File: config.mk
export PLATFORM = sky130hd
export DESIGN_NAME = method_run_sequencer
export DESIGN_NICKNAME = d
export VERILOG_FILES = /design/src/rtl/method_run_sequencer.sv
export SDC_FILE = /design/constraint.sdc
export NUM_CORES = 1
export LEC_CHECK = 0
export CAP_MARGIN = 20
export CORE_AREA = 2 2 154 156
export DETAILED_ROUTE_END_ITERATION = 8
export DIE_AREA = 0 0 156 158
export PLACE_DENSITY = 0.75
export SKIP_LAST_GASP = 1
export SYNTH_ARGS = -nofsm -noshare
export SYNTH_HDL_FRONTEND = slang
export SYNTH_SLANG_ARGS = --single-unit
File: constraint.sdc
create_clock -name clk -period 11 [get_ports clk]
set_clock_uncertainty 0.15 [all_clocks]
set_input_delay 1.65 -clock clk [delete_from_list [all_inputs] [get_ports clk]]
set_output_delay 1.65 -clock clk [all_outputs]
set_load 0.02 [all_outputs]
File: src/rtl/method_run_sequencer.sv
`default_nettype none
// ============================================================================
// Module      : method_run_sequencer
// Description : Drives a generated method module through a programmed number
//               of run invocations over its run_req/run_busy handshake.
//               Captures each result and keeps the last result, a wrapping
//               sum, the unsigned maximum and the busy-cycle count of the
//               most recent run.
// Revision    : 1.0 - initial release
// ============================================================================
module method_run_sequencer #(
   parameter int DATA_W      = 32,
   parameter int CNT_W       = 16,
   parameter int ACK_TIMEOUT = 8,
   parameter int RUN_TIMEOUT = 65535
) (
   input  logic              clk,
   input  logic              reset,
   input  logic              cmd_start,
   input  logic              cmd_abort,
   input  logic [CNT_W-1:0]  cmd_runs,
   output logic              seq_busy,
   output logic              seq_done,
   output logic [1:0]        seq_error,
   output logic [CNT_W-1:0]  runs_done,
   output logic [DATA_W-1:0] last_result,
   output logic [DATA_W-1:0] sum_result,
   output logic [DATA_W-1:0] max_result,
   output logic [CNT_W-1:0]  last_cycles,
   output logic              run_req,
   input  logic              run_busy,
   input  logic              finish_flag,
   input  logic [DATA_W-1:0] result_in
);

   // The acknowledge counter only has to hold 0 .. ACK_TIMEOUT-1.
   localparam int               c_ACK_W    = (ACK_TIMEOUT > 1) ? $clog2(ACK_TIMEOUT) : 1;
   localparam logic [c_ACK_W-1:0] c_ACK_LAST = c_ACK_W'(ACK_TIMEOUT - 1);
   localparam logic [c_ACK_W-1:0] c_ACK_ONE  = c_ACK_W'(1);
   localparam logic [CNT_W-1:0]   c_RUN_MAX  = CNT_W'(RUN_TIMEOUT);
   localparam logic [CNT_W-1:0]   c_CNT_ONE  = CNT_W'(1);

   localparam logic [1:0] c_ERR_OK    = 2'd0;
   localparam logic [1:0] c_ERR_ACK   = 2'd1;
   localparam logic [1:0] c_ERR_RUN   = 2'd2;
   localparam logic [1:0] c_ERR_ABORT = 2'd3;

   typedef enum logic [2:0] {
      S_IDLE    = 3'd0,
      S_REQ     = 3'd1,
      S_WAIT    = 3'd2,
      S_CAPTURE = 3'd3,
      S_DONE    = 3'd4
   } state_t;

   state_t              r_state;
   state_t              w_next;
   logic                w_err_set;
   logic [1:0]          w_err_code;
   logic                w_accept;

   logic [CNT_W-1:0]    r_remaining;
   logic [c_ACK_W-1:0]  r_ack_cnt;
   logic [CNT_W-1:0]    r_cyc_cnt;
   logic                r_run_req;
   logic                r_seq_busy;
   logic                r_seq_done;
   logic [1:0]          r_seq_error;
   logic [CNT_W-1:0]    r_runs_done;
   logic [DATA_W-1:0]   r_last_result;
   logic [DATA_W-1:0]   r_sum_result;
   logic [DATA_W-1:0]   r_max_result;
   logic [CNT_W-1:0]    r_last_cycles;

   // A start is only honoured while idle; later pulses are dropped.
   assign w_accept = (r_state == S_IDLE) && cmd_start;

   // Next-state selection; abort outranks every other exit of REQ/WAIT/CAPTURE.
   always_comb begin
      w_next     = r_state;
      w_err_set  = 1'b0;
      w_err_code = c_ERR_OK;
      case (r_state)
         S_IDLE: begin
            if (cmd_start) begin
               w_next = (cmd_runs == '0) ? S_DONE : S_REQ;
            end
         end
         S_REQ: begin
            if (cmd_abort) begin
               w_next     = S_DONE;
               w_err_set  = 1'b1;
               w_err_code = c_ERR_ABORT;
            end else if (run_busy) begin
               w_next = S_WAIT;
            end else if (r_ack_cnt == c_ACK_LAST) begin
               w_next     = S_DONE;
               w_err_set  = 1'b1;
               w_err_code = c_ERR_ACK;
            end
         end
         S_WAIT: begin
            if (cmd_abort) begin
               w_next     = S_DONE;
               w_err_set  = 1'b1;
               w_err_code = c_ERR_ABORT;
            end else if (!run_busy || finish_flag) begin
               w_next = S_CAPTURE;
            end else if (r_cyc_cnt == c_RUN_MAX) begin
               w_next     = S_DONE;
               w_err_set  = 1'b1;
               w_err_code = c_ERR_RUN;
            end
         end
         S_CAPTURE: begin
            if (cmd_abort) begin
               w_next     = S_DONE;
               w_err_set  = 1'b1;
               w_err_code = c_ERR_ABORT;
            end else if (r_remaining == c_CNT_ONE) begin
               w_next = S_DONE;
            end else begin
               w_next = S_REQ;
            end
         end
         S_DONE: begin
            w_next = S_IDLE;
         end
         default: begin
            w_next = S_IDLE;
         end
      endcase
   end

   // Sequencer state, handshake outputs and error code, all registered from the next state.
   always_ff @(posedge clk or posedge reset) begin
      if (reset) begin
         r_state     <= S_IDLE;
         r_run_req   <= 1'b0;
         r_seq_busy  <= 1'b0;
         r_seq_done  <= 1'b0;
         r_seq_error <= c_ERR_OK;
         r_ack_cnt   <= '0;
         r_cyc_cnt   <= '0;
      end else begin
         r_state    <= w_next;
         r_run_req  <= (w_next == S_REQ);
         r_seq_busy <= (w_next != S_IDLE);
         r_seq_done <= (w_next == S_DONE);

         if (w_accept) begin
            r_seq_error <= c_ERR_OK;
         end else if (w_err_set) begin
            r_seq_error <= w_err_code;
         end

         // Every REQ visit starts counting from zero because REQ is always entered from another state.
         if (r_state != S_REQ) begin
            r_ack_cnt <= '0;
         end else if (w_next == S_REQ) begin
            r_ack_cnt <= r_ack_cnt + c_ACK_ONE;
         end

         // Busy cycles are counted only while the run stays in WAIT, so the count stops at the timeout value.
         if (r_state == S_REQ) begin
            r_cyc_cnt <= '0;
         end else if ((r_state == S_WAIT) && (w_next == S_WAIT)) begin
            r_cyc_cnt <= r_cyc_cnt + c_CNT_ONE;
         end
      end
   end

   // Result statistics: cleared on an accepted start, updated by a non-aborted CAPTURE.
   always_ff @(posedge clk or posedge reset) begin
      if (reset) begin
         r_remaining   <= '0;
         r_runs_done   <= '0;
         r_last_result <= '0;
         r_sum_result  <= '0;
         r_max_result  <= '0;
         r_last_cycles <= '0;
      end else if (w_accept) begin
         r_remaining   <= cmd_runs;
         r_runs_done   <= '0;
         r_last_result <= '0;
         r_sum_result  <= '0;
         r_max_result  <= '0;
         r_last_cycles <= '0;
      end else if ((r_state == S_CAPTURE) && !cmd_abort) begin
         r_remaining   <= r_remaining - c_CNT_ONE;
         r_runs_done   <= r_runs_done + c_CNT_ONE;
         r_last_result <= result_in;
         r_sum_result  <= r_sum_result + result_in;
         r_last_cycles <= r_cyc_cnt;
         if (result_in > r_max_result) begin
            r_max_result <= result_in;
         end
      end
   end

   assign run_req     = r_run_req;
   assign seq_busy    = r_seq_busy;
   assign seq_done    = r_seq_done;
   assign seq_error   = r_seq_error;
   assign runs_done   = r_runs_done;
   assign last_result = r_last_result;
   assign sum_result  = r_sum_result;
   assign max_result  = r_max_result;
   assign last_cycles = r_last_cycles;

endmodule
`default_nettype wire
# Word-level counts from Yosys, hierarchy flattened
# Index checks and enable logic that the tools add are counted.
# Widths: inputs -> output; s select.
# totals
regBits	171
in_bits	54
output_inout_bits	133
wordCells	90
# op_classes
addsub	5
magnitude_cmp	1
eq_ne	10
muxes	46
n_reduce_logical	15
# op_table
op	n
$mux 32	7
$mux 16	8
$mux 3	12
$add 16x1->16 const B	2
$add 32x32->32	1
$gt 32x32->1	1
$eq 16x1->1 const B	1
$eq 16x16->1 const B	1
$logic_not 16->1	1
$sub 16x1->16 const B	1
$mux 2	7
$pmux 3 s4	1
$reduce_bool 2->1	5
$eq 3x2->1 const B	3
$mux 1	9
$eq 3x1->1 const B	2
$eq 3x3->1 const B	2
$pmux 2 s3	1
$add 3x1->3 const B	1
$logic_and 1x1->1	3
$logic_not 3->1	1
$ne 3x1->1 const B	1
$pmux 1 s3	1
$reduce_bool 3->1	1
3 further kinds	4

# Depth between registers and ports, before layout
# Gate-level depths: netlist of the first run.
# logic_depth
word_depth	9
depth_mapped	13
mapped_depth_nobuf	12

# Worst setup path before layout of the first run
# Ideal clock, no wire load.
# synth_path
path_kind	input port to flip-flop
startpoint	input port result_in[0]
endpoint	register r_sum_result[26], in the netlist sum_result[26]
setup_ns	0.122
t_arrival_ns	3.870
required_time_ns	10.728
path_slack_ns	6.858
path_stages	12
n_path_buf	0
path_cell_list	ha_1 inv_1 fa_1 nor2b_1 o2111ai_1 a21oi_1 o2111ai_1 a211oi_1 o21bai_1 a21boi_0 o21ai_0 a32o_1
# synth_via
elab_chain_cells	3
# synth_rtl
item	line	text
start: declaration	33	input logic [DATA_W-1:0] result_in
$add 32x32->32	193	r_sum_result <= r_sum_result + result_in;
$mux 32	189	end else if ((r_state == S_CAPTURE) && !cmd_abort) begin
$mux 32	182	end else if (w_accept) begin
end signal: assignment	193	
end: declaration	71	logic [DATA_W-1:0] r_sum_result;
# Every way passes these cells. The select of a mux whose other input is x is not followed.
# A chain may end at the register's enable or synchronous reset.

# Worst setup path in the final report of the first run
# Same ends and word-level chain as after synthesis.

==> impl_metrics.tcl, run 1 <==
set metrics [dict create \
    status "completed" \
    syn_area_per_cell_sq_um 9.56 \
    critPathRequiredTime_ns 11.17 \
    row_count 56 \
    grt_use_total_pct 21.5 \
    grt_overflow 0 \
    min_period_ns 4.83 \
    grt_pass1_wl_microns 41800 \
    cts-buffers-inserted 17 \
    drt-initial-drc-count 523 \
    min_period_over_period_pct 43.9 \
    cp-end-kind "flip-flop" \
    tightestPinTransition_ns 0.976 \
    routabilityCongestion 0.893 \
    hold_path.class "reg2reg" \
    cts_tree "built" \
    port_buffers 186 \
    synth_edf_count 0 \
    peakVddDrop_uv 89.7 \
    postCtsSetupRepairBufs 0 \
    postCtsResizedCells 0 \
    wire_per_inst_microns 17.8 \
    clock-sinks 171 \
    die_height_microns 158 \
    initial_utilization_pct 41.3 \
    powerDensity_mw_per_mm2 169 \
    slew_headroom_pct 35.0 \
    vias 8222 \
    cap_violations 0 \
    synth_warnings 0 \
    maxSlewViolCount 0 \
    die_w_microns 156 \
    hold_viol 0 \
    use_met3_pct 3.50 \
    nNetsFinal 1285 \
    drive_gt1_share_pct 5.45 \
    vias_per_cell 5.62 \
    dieArea_sq_mm 0.0246 \
    finalSetupTns_ns 0 \
    use_met2_pct 33.9 \
    ys_types 69 \
    rsz0062_at_grt "no" \
    yosys_most_used_dff "dfrtp_1" \
    grt_max_degree 104 \
    timing.fmax_mhz 207 \
    syn-instance-count 995 \
    synth_seq_area_share_pct 45.0 \
    cts.htree.levels 4 \
    clockRootBuffer "clkbuf_16" \
    finalSetupViolCount 0 \
    critPathLaunchType "input port" \
    gr-usage-met1_pct 31.0 \
    netlist_area_sq_mm 0.00951 \
    first_global_vias 7861 \
    routed_wl_microns 26100 \
    crit_arrival_ns 5.00 \
    leakage_uw 0.00537 \
    drtPass1Iterations 5 \
    busiest_layer "met2" \
    antenna_left 0 \
    dp_hpwl_microns 18200 \
    async_reset_ff_share_pct 100 \
    cts_buffer_depth 2 \
    syn_to_final_growth_pct 28.2 \
    n_antenna_cell 0 \
    drc_errors 0 \
    clk_latency_ns 0.44 \
    antenna_found_initial 0 \
    cp_max_fo 4 \
    cts.clk_slew.worst_paths_ns 0.07 \
    total_power_uw 2060 \
    core_sq_mm 0.0231 \
    crit_type "in2reg" \
    io_pins 187 \
    synth_nets 1119 \
    postCtsHoldBufs 0 \
    synth_seq_cells 171 \
]
==> layout by cell type (no fill, tap or decap), types with 6 or more instances in the layout <==
| cell type | instances |
|---|---|
| a21o_1 | 30 |
| buf_4 | 9 |
| o21ai_0 | 60 |
| o21a_1 | 6 |
| a22o_1 | 32 |
| nand3_1 | 60 |
| xnor2_1 | 14 |
| or3_1 | 10 |
| ha_1 | 69 |
| nand4_1 | 16 |
| dfrtp_1 | 171 |
| inv_1 | 52 |
| nor2_1 | 55 |
| nand2_1 | 116 |
| and3_1 | 7 |
| clkbuf_16 | 17 |
| o31ai_1 | 35 |
| inv_6 | 6 |
| o211ai_1 | 8 |
| a211oi_1 | 6 |
| clkdlybuf4s50_1 | 186 |
| o311ai_0 | 7 |
| a21oi_1 | 58 |
| nor3_1 | 9 |
| nor4_1 | 10 |
| xor2_1 | 32 |
==> worst paths after layout <==
check / startpoint / to / slack [ns] / depth (start not counted)
max reg2reg: r_state[1] / max_result[28] / 7.17 / 7
min reg2reg: seq_error[1] / seq_error[1] / 0.34 / 2
max: result_in[0] / sum_result[26] / 6.17 / 13
max in group asynchronous: reset / runs_done[2] / 7.53 / 3
min in group asynchronous: reset / sum_result[1] / 1.67 / 2
min: seq_error[1] / seq_error[1] / 0.34 / 2
==> metal layers <==
layer	part of all wire [%]	wire length [microns]
met5	0	0
met4	1.5	391
met3	4.6	1200
met2	45	11900
met1	48	12700
==> power breakdown <==
part / internal, uW / switching [uW] / total (uW)
clock network: 302 / 294 / 596
registers: 713 / 80.3 / 793
logic: 266 / 402 / 667
total: 1280 / 776 / 2060
==> critical path: stages <==
cell	delay [ns]
clkdlybuf4s50_1	0.51
ha_1	0.19
inv_1	0.06
fa_1	0.42
nor2b_1	0.16
o2111ai_1	0.16
a21oi_1	0.33
o2111ai_1	0.23
a211oi_1	0.54
o21bai_1	0.14
a21boi_0	0.22
o21ai_0	0.11
a32o_1	0.26
==> cells by family (layout without fill, tap and decap cells) <==
logic type,count (synthesis),count (layout),synth area share (%)
AO/OA/AOI/OAI,281,281,20.2
XOR/XNOR,46,46,4.24
adder cells (fa/ha/maj),70,70,9.29
buffers and inverters,101,280,4.39
flip-flops,171,171,45.0
multiplexers,5,5,0.526
AND/OR/NAND/NOR,321,321,16.4
==> per-stage QoR <==
| stage | instance area, sq um | util (%) | setup slack [ns] | hold slack [ns] | instances |
|---|---|---|---|---|---|
| global route | 12200 | 52.9 | 5.89 | 0.367 | 1464 |
| CTS | 12200 | 52.9 | 6.23 | 0.346 | 1464 |
| floorplan | 9510 | - | 4.57 | 0.322 | 995 |
| detailed placement | 11600 | 50.4 | 5.77 | 0.332 | 1432 |
| global placement | 11600 | 50.4 | 5.85 | 0.326 | 1432 |
| finish | 12200 | 52.9 | 6.17 | 0.341 | 1464 |
==> registers in the layout, summed over array words and instances, names as in the netlist <==
register and flops:
last_result 32, max_result 32, sum_result 32, last_cycles 16
r_cyc_cnt 16, r_remaining 16, runs_done 16, r_ack_cnt 3
r_state 3, seq_error 2, run_req 1, seq_busy 1
seq_done 1
==> layout make-up <==
class	count	area, sq um
Fill cell	2063	10900
Multi-Input combinational cell	723	4850
Clock inverter	15	146
Clock buffer	17	425
Tap cell	290	363
Inverter	53	204
Timing Repair Buffer	195	1930
Sequential cell	171	4280
==> synthesized netlist by cell type, drive strengths merged (2+ instances only) <==
master / count / area (sq um)
nor3: 10 / 55.1
nor2b: 3 / 18.8
nor3b: 2 / 15.0
and4: 5 / 43.8
nand3: 60 / 300
a211oi: 6 / 45.0
nor4: 11 / 83.8
a21o: 30 / 225
o21bai: 2 / 15.0
nand3b: 3 / 22.5
buf: 10 / 60.1
a31oi: 6 / 37.5
and2: 4 / 26.3
inv: 53 / 199
a31o: 2 / 17.5
a32oi: 2 / 17.5
and3: 7 / 43.8
o41ai: 3 / 33.8
ha: 69 / 863
nor4b: 2 / 17.5
a221o: 3 / 30.0
o21a: 6 / 45.0
o21ai: 60 / 300
o2111ai: 3 / 26.3
nand2: 116 / 435
xor2: 32 / 280
a21oi: 58 / 290
o311ai: 8 / 77.6
or3: 14 / 95.1
clkbuf: 37 / 149
a211o: 2 / 18.8
o22ai: 2 / 12.5
a22o: 32 / 280
or2: 3 / 18.8
nand4: 18 / 125
xnor2: 14 / 123
mux2i: 5 / 50.1
nand2b: 5 / 31.3
a32o: 3 / 30.0
dfrtp: 171 / 4280
nor2: 56 / 210
o31ai: 35 / 263
o211ai: 8 / 60.1
Note: power is estimated with default switching activity, not from simulation.
==> run 2: changes to the inputs <==
==> constraint.sdc (replaced) <==
create_clock -name clk -period 4.7 [get_ports clk]
set_clock_uncertainty 0.15 [all_clocks]
set_input_delay 0.705 -clock clk [delete_from_list [all_inputs] [get_ports clk]]
set_output_delay 0.705 -clock clk [all_outputs]
set_load 0.02 [all_outputs]
==> run 2 against run 1 <==
Effect of this change:
- register-to-register slack lost 5.9 ns
- via count shrank 0.21%
- sequential cell count is the same
- worst setup slack lost 5.3 ns
- global-route usage grew 0.18 points
- utilization grew 0.46 points
- clock power grew to 2.5 times the previous value
- sequential power grew 130%
- non-clock buffer count grew 7
- highest routed layer unchanged
- total power grew 140%
- final area grew 0.87%
- combinational power grew 140%
==> impl_metrics.tcl, run 2 (synthesis results as in run 1) <==
set metrics [dict create \
    routed_wl_microns 26300 \
    grt_use_total_pct 21.7 \
    worstHoldEndpoint "sum_result[31]" \
    r2r_start "sum_result[0]" \
    grt_overflow 0 \
    cp-end-kind "flip-flop" \
    routabilityCongestion 0.864 \
    finalSetupViolCount 0 \
    total_power_uw 4930 \
    cts.htree.levels 4 \
    initial_utilization_pct 41.3 \
    port_buffers 186 \
    first_global_vias 8149 \
    design_area_sq_mm 0.0123 \
    critPathRequiredTime_ns 4.87 \
    hold_path.class "reg2reg" \
    reg2reg_depth 12 \
    slew_headroom_pct 38.7 \
    syn_to_final_growth_pct 29.4 \
    placed_area_sq_mm 0.0117 \
    crit_top_cell "o2111ai_1" \
    postCtsHoldBufs 0 \
    cts_tree "built" \
    die_w_microns 156 \
    r2r_setup_slack_ns 1.26 \
    peakVddDrop_uv 216 \
    cts_buffer_depth 2 \
    hold_viol 0 \
    tightestPinTransition_ns 0.916 \
    grt_pass1_wl_microns 42400 \
    n_antenna_cell 0 \
    cpMaxStageDelayCell "clkdlybuf4s50_1" \
    die_height_microns 158 \
    leakage_uw 0.00543 \
    drtPass1Iterations 5 \
    dieArea_sq_mm 0.0246 \
    layout_commonest_cell "clkdlybuf4s50_1" \
    grt_max_degree 65 \
    row_count 56 \
    antenna_left 0 \
    powerDensity_mw_per_mm2 400 \
    cap_violations 0 \
    final_core_util_pct 53.4 \
    critPathLaunchType "input port" \
    cp_top_family "compound AO/OA/AOI/OAI gates" \
    min_period_over_period_pct 82.1 \
    cts.clk_slew.worst_paths_ns 0.07 \
    drc_errors 0 \
    wl_met1_microns 12600 \
    vias 8205 \
    antenna_found_initial 0 \
    postCtsResizedCells 0 \
    cp_cell_sequence "clkdlybuf4s50_1 -> ha_1 -> inv_1 -> fa_1 -> nor2b_1 -> o2111ai_1 -> a21oi_1 -> o2111ai_1 -> a211oi_1 -> o21ai_0 -> a31oi_1 -> nor3_1 -> o31ai_1" \
    clockRootBuffer "clkbuf_16" \
    min_period_ns 3.86 \
    whs_path_depth 1 \
    maxSlewViolCount 0 \
    cp_num_buf_inv 2 \
    cts-buffers-inserted 17 \
    wire_per_inst_microns 17.9 \
    mostFrequentLayoutCells "clkdlybuf4s50_1, dfrtp_1, nand2_1" \
    clk_latency_ns 0.42 \
    rsz0062_at_grt "no" \
    status "completed" \
    crit_arrival_ns 4.03 \
    dp_hpwl_microns 18800 \
    route.met2.wl_microns 12000 \
    top_layer "met4" \
    hp-start "sum_result[31]" \
    cp_slowest_stage_delay_ns 0.52 \
    r2r_end "sum_result[28]" \
    cp_max_fo 4 \
    core_sq_mm 0.0231 \
    io_pins 187 \
    vias_per_cell 5.58 \
    drt-initial-drc-count 549 \
    drive_gt1_share_pct 5.93 \
    clock-sinks 171 \
    postCtsSetupRepairBufs 0 \
    timing.fmax_mhz 259 \
    nNetsFinal 1292 \
    crit_type "in2reg" \
    wl_met3_microns 1210 \
    finalSetupTns_ns 0 \
]
==> run 2: layout make-up <==
cell class | count | area, sq um
clock inverters | 14 | 185
multi-input cells | 723 | 4850
flip-flops and latches | 171 | 4280
fillers | 2021 | 10700
repair buffers | 202 | 1990
inverters | 53 | 203
clock buffers | 18 | 429
well taps | 290 | 363
==> run 2: report_power, final <==
part	internal [uW]	switching, uW	total (uW)
Clock	852	641	1490
Combinational	629	952	1580
Sequential	1670	183	1850
==> run 2: worst max-delay path by stage <==
stage	startpoint	to	slack [ns]	depth (start not counted)
floorplan	result_in[0]	sum_result[26]	1.50	12
global placement	result_in[0]	sum_result[26]	0.54	13
detailed placement	result_in[0]	sum_result[30]	0.45	13
CTS	result_in[0]	sum_result[28]	0.87	13
global route	result_in[0]	sum_result[26]	0.48	13
finish	result_in[0]	sum_result[28]	0.84	13
==> run 2: per-stage QoR <==
| stage | cells | setup slack (ns) | hold slack [ns] |
|---|---|---|---|
| after floorplan | 995 | 1.50 | 0.322 |
| after global placement | 1439 | 0.542 | 0.317 |
| after detailed placement | 1439 | 0.447 | 0.322 |
| after CTS | 1471 | 0.873 | 0.338 |
| after global routing | 1471 | 0.478 | 0.362 |
| final | 1471 | 0.842 | 0.328 |
==> run 2: worst reg2reg max path, delay by kind of cell (launching register included) <==
kind | cells | cell delay [ns]
buffers and inverters | 1 | 0.06
AND/OR/NAND/NOR | 2 | 0.24
flip-flops | 1 | 0.40
adder cells (fa/ha/maj) | 2 | 0.61
AO/OA/AOI/OAI | 7 | 1.89
==> run 2: layer usage <==
metal | vias to the layer above | GRT usage, %
met5 | - | 0
met3 | 28 | 4.30
met4 | 0 | 6.95
met1 | 4016 | 30.0
met2 | 207 | 34.5
li1 | 3954 | -
==> run 3: changes to the inputs <==
==> constraint.sdc (replaced) <==
create_clock -name clk -period 3.7 [get_ports clk]
set_clock_uncertainty 0.15 [all_clocks]
set_input_delay 0.555 -clock clk [delete_from_list [all_inputs] [get_ports clk]]
set_output_delay 0.555 -clock clk [all_outputs]
set_load 0.02 [all_outputs]
==> run 3 against run 2 <==
Effect of this change:
- sequential power is 28% higher
- sequential share of layout area is 0.57 points lower
- utilization grew 0.88 points
- via count is 2.6% higher
- critical path depth rose by 1
- count of clock-buffer cells in the layout rose by 1
- combinational power up 30%
- total power up 31%
- non-clock buffer count grew 24
- first-iteration DRC count shrank 17%
- largest cell class unchanged
==> impl_metrics.tcl, run 3 (synthesis results as in run 1) <==
set metrics [dict create \
    total_power_uw 6430 \
    die_height_microns 158 \
    grt_max_degree 72 \
    clk_latency_ns 0.43 \
    initial_utilization_pct 41.3 \
    die_w_microns 156 \
    slew_headroom_pct 37.9 \
    cts-buffers-inserted 17 \
    cts.htree.levels 4 \
    timing.fmax_mhz 294 \
    cp-end-kind "flip-flop" \
    grt_use_total_pct 22.0 \
    cts_buffer_depth 2 \
    cts.clk_slew.worst_paths_ns 0.07 \
    status "completed" \
    drive_gt1_share_pct 7.88 \
    postCtsSetupRepairBufs 0 \
    wire_per_inst_microns 18.0 \
    layout_commonest_cell "clkdlybuf4s50_1" \
    clock-sinks 171 \
    postCtsResizedCells 0 \
    dp.cells 1463 \
    row_count 56 \
    postCtsHoldBufs 0 \
    maxSlewViolCount 0 \
    hold_viol 0 \
    peakVddDrop_uv 287 \
    top_layer "met4" \
    finalSetupTns_ns 0 \
    crit_arrival_ns 3.57 \
    antenna_left 0 \
    p_sw_uw 2300 \
    mostFrequentLayoutCells "clkdlybuf4s50_1, dfrtp_1, nand2_1" \
    wl_met3_microns 1380 \
    min_period_over_period_pct 92.0 \
    crit_type "in2reg" \
    drt-initial-drc-count 455 \
    port_buffers 186 \
    tightestPinTransition_ns 0.931 \
    pwr-share-clk_pct 31.4 \
    cts_tree "built" \
    powerDensity_mw_per_mm2 514 \
    first_global_vias 8373 \
    layoutNonFillerInstCount 1495 \
    wl_met1_microns 12600 \
    io_pins 187 \
    p_seq_share_pct 36.6 \
    switching_share_pct 35.7 \
    rsz0062_at_grt "no" \
    routabilityCongestion 0.858 \
    clockRootBuffer "clkbuf_16" \
    route.met2.wl_microns 12300 \
    core_sq_mm 0.0231 \
    finalSetupViolCount 0 \
    vias 8421 \
    syn_to_final_growth_pct 31.5 \
    antenna_found_initial 0 \
    hold_path.class "in2async" \
    vias_per_cell 5.63 \
    n_antenna_cell 0 \
    combPwrFrac_pct 32.0 \
    grt_pass1_wl_microns 43100 \
    drtPass1Iterations 5 \
    critPathLaunchType "input port" \
    critPathRequiredTime_ns 3.87 \
    p_int_uw 4130 \
    drc_errors 0 \
    cap_violations 0 \
    nNetsFinal 1316 \
    cp_max_fo 4 \
    dp_hpwl_microns 18900 \
    routed_wl_microns 26900 \
    grt_overflow 0 \
    dieArea_sq_mm 0.0246 \
    min_period_ns 3.41 \
    leakage_uw 0.00557 \
]
## run 3: path summary, 6_finish.rpt
path | depth (start not counted) | slack [ns] | start | end
min | 2 | 0.20 | reset | last_result[31]
min in group clk | 1 | 0.34 | sum_result[31] | sum_result[31]
max | 14 | 0.29 | result_in[0] | sum_result[26]
max reg2reg | 9 | 0.48 | r_remaining[8] | r_cyc_cnt[15]
min reg2reg | 1 | 0.34 | sum_result[31] | sum_result[31]
max in group asynchronous | 3 | 2.11 | reset | r_remaining[13]
## run 3: metal layers
layer | up-vias | global-route usage (%)
li1 | 4003 | -
met1 | 4116 | 30.1
met2 | 263 | 34.9
met3 | 39 | 3.91
met4 | 0 | 8.48
met5 | - | 0
## run 3: power by group through the flow
| stage | registers [uW] | logic [uW] | clock network, uW |
|---|---|---|---|
| final | 2360 | 2060 | 2020 |
| after global placement | 2370 | 2010 | 0 |
| after floorplan | 2500 | 1130 | 0 |
| after global routing | 2390 | 2260 | 2130 |
| after detailed placement | 2380 | 2060 | 0 |
| after CTS | 2350 | 2060 | 2060 |
## run 3: metrics by stage
stage / setup slack (ns) / utilization (%) / instance area, sq um / hold WS (ns)
floorplan: 0.653 / - / 9520 / 0.322
detailed placement: -0.122 / 51.4 / 11900 / 0.329
global route: 0.0743 / 54.3 / 12500 / 0.204
finish: 0.295 / 54.3 / 12500 / 0.204
CTS: 0.298 / 54.3 / 12500 / 0.190
global placement: -0.0721 / 51.4 / 11900 / 0.314
## run 3: critical path, stage by stage
cell             delay, ns
clkdlybuf4s50_1       0.49
ha_1                  0.19
inv_1                 0.06
fa_1                  0.40
nor2b_1               0.17
o2111ai_1             0.15
a21oi_1               0.24
o2111ai_1             0.22
a211oi_1              0.30
buf_4                 0.17
o21bai_1              0.06
a21boi_0              0.19
o21ai_0               0.11
a32o_1                0.25
## run 3: final cells by class
class                   instances  area, sq um
inverters                      53          203
flip-flops and latches        171         4280
repair buffers                226         2160
fillers                      2022        10500
clock buffers                  19          453
well taps                     290          363
clock inverters                13          198
multi-input cells             723         4850
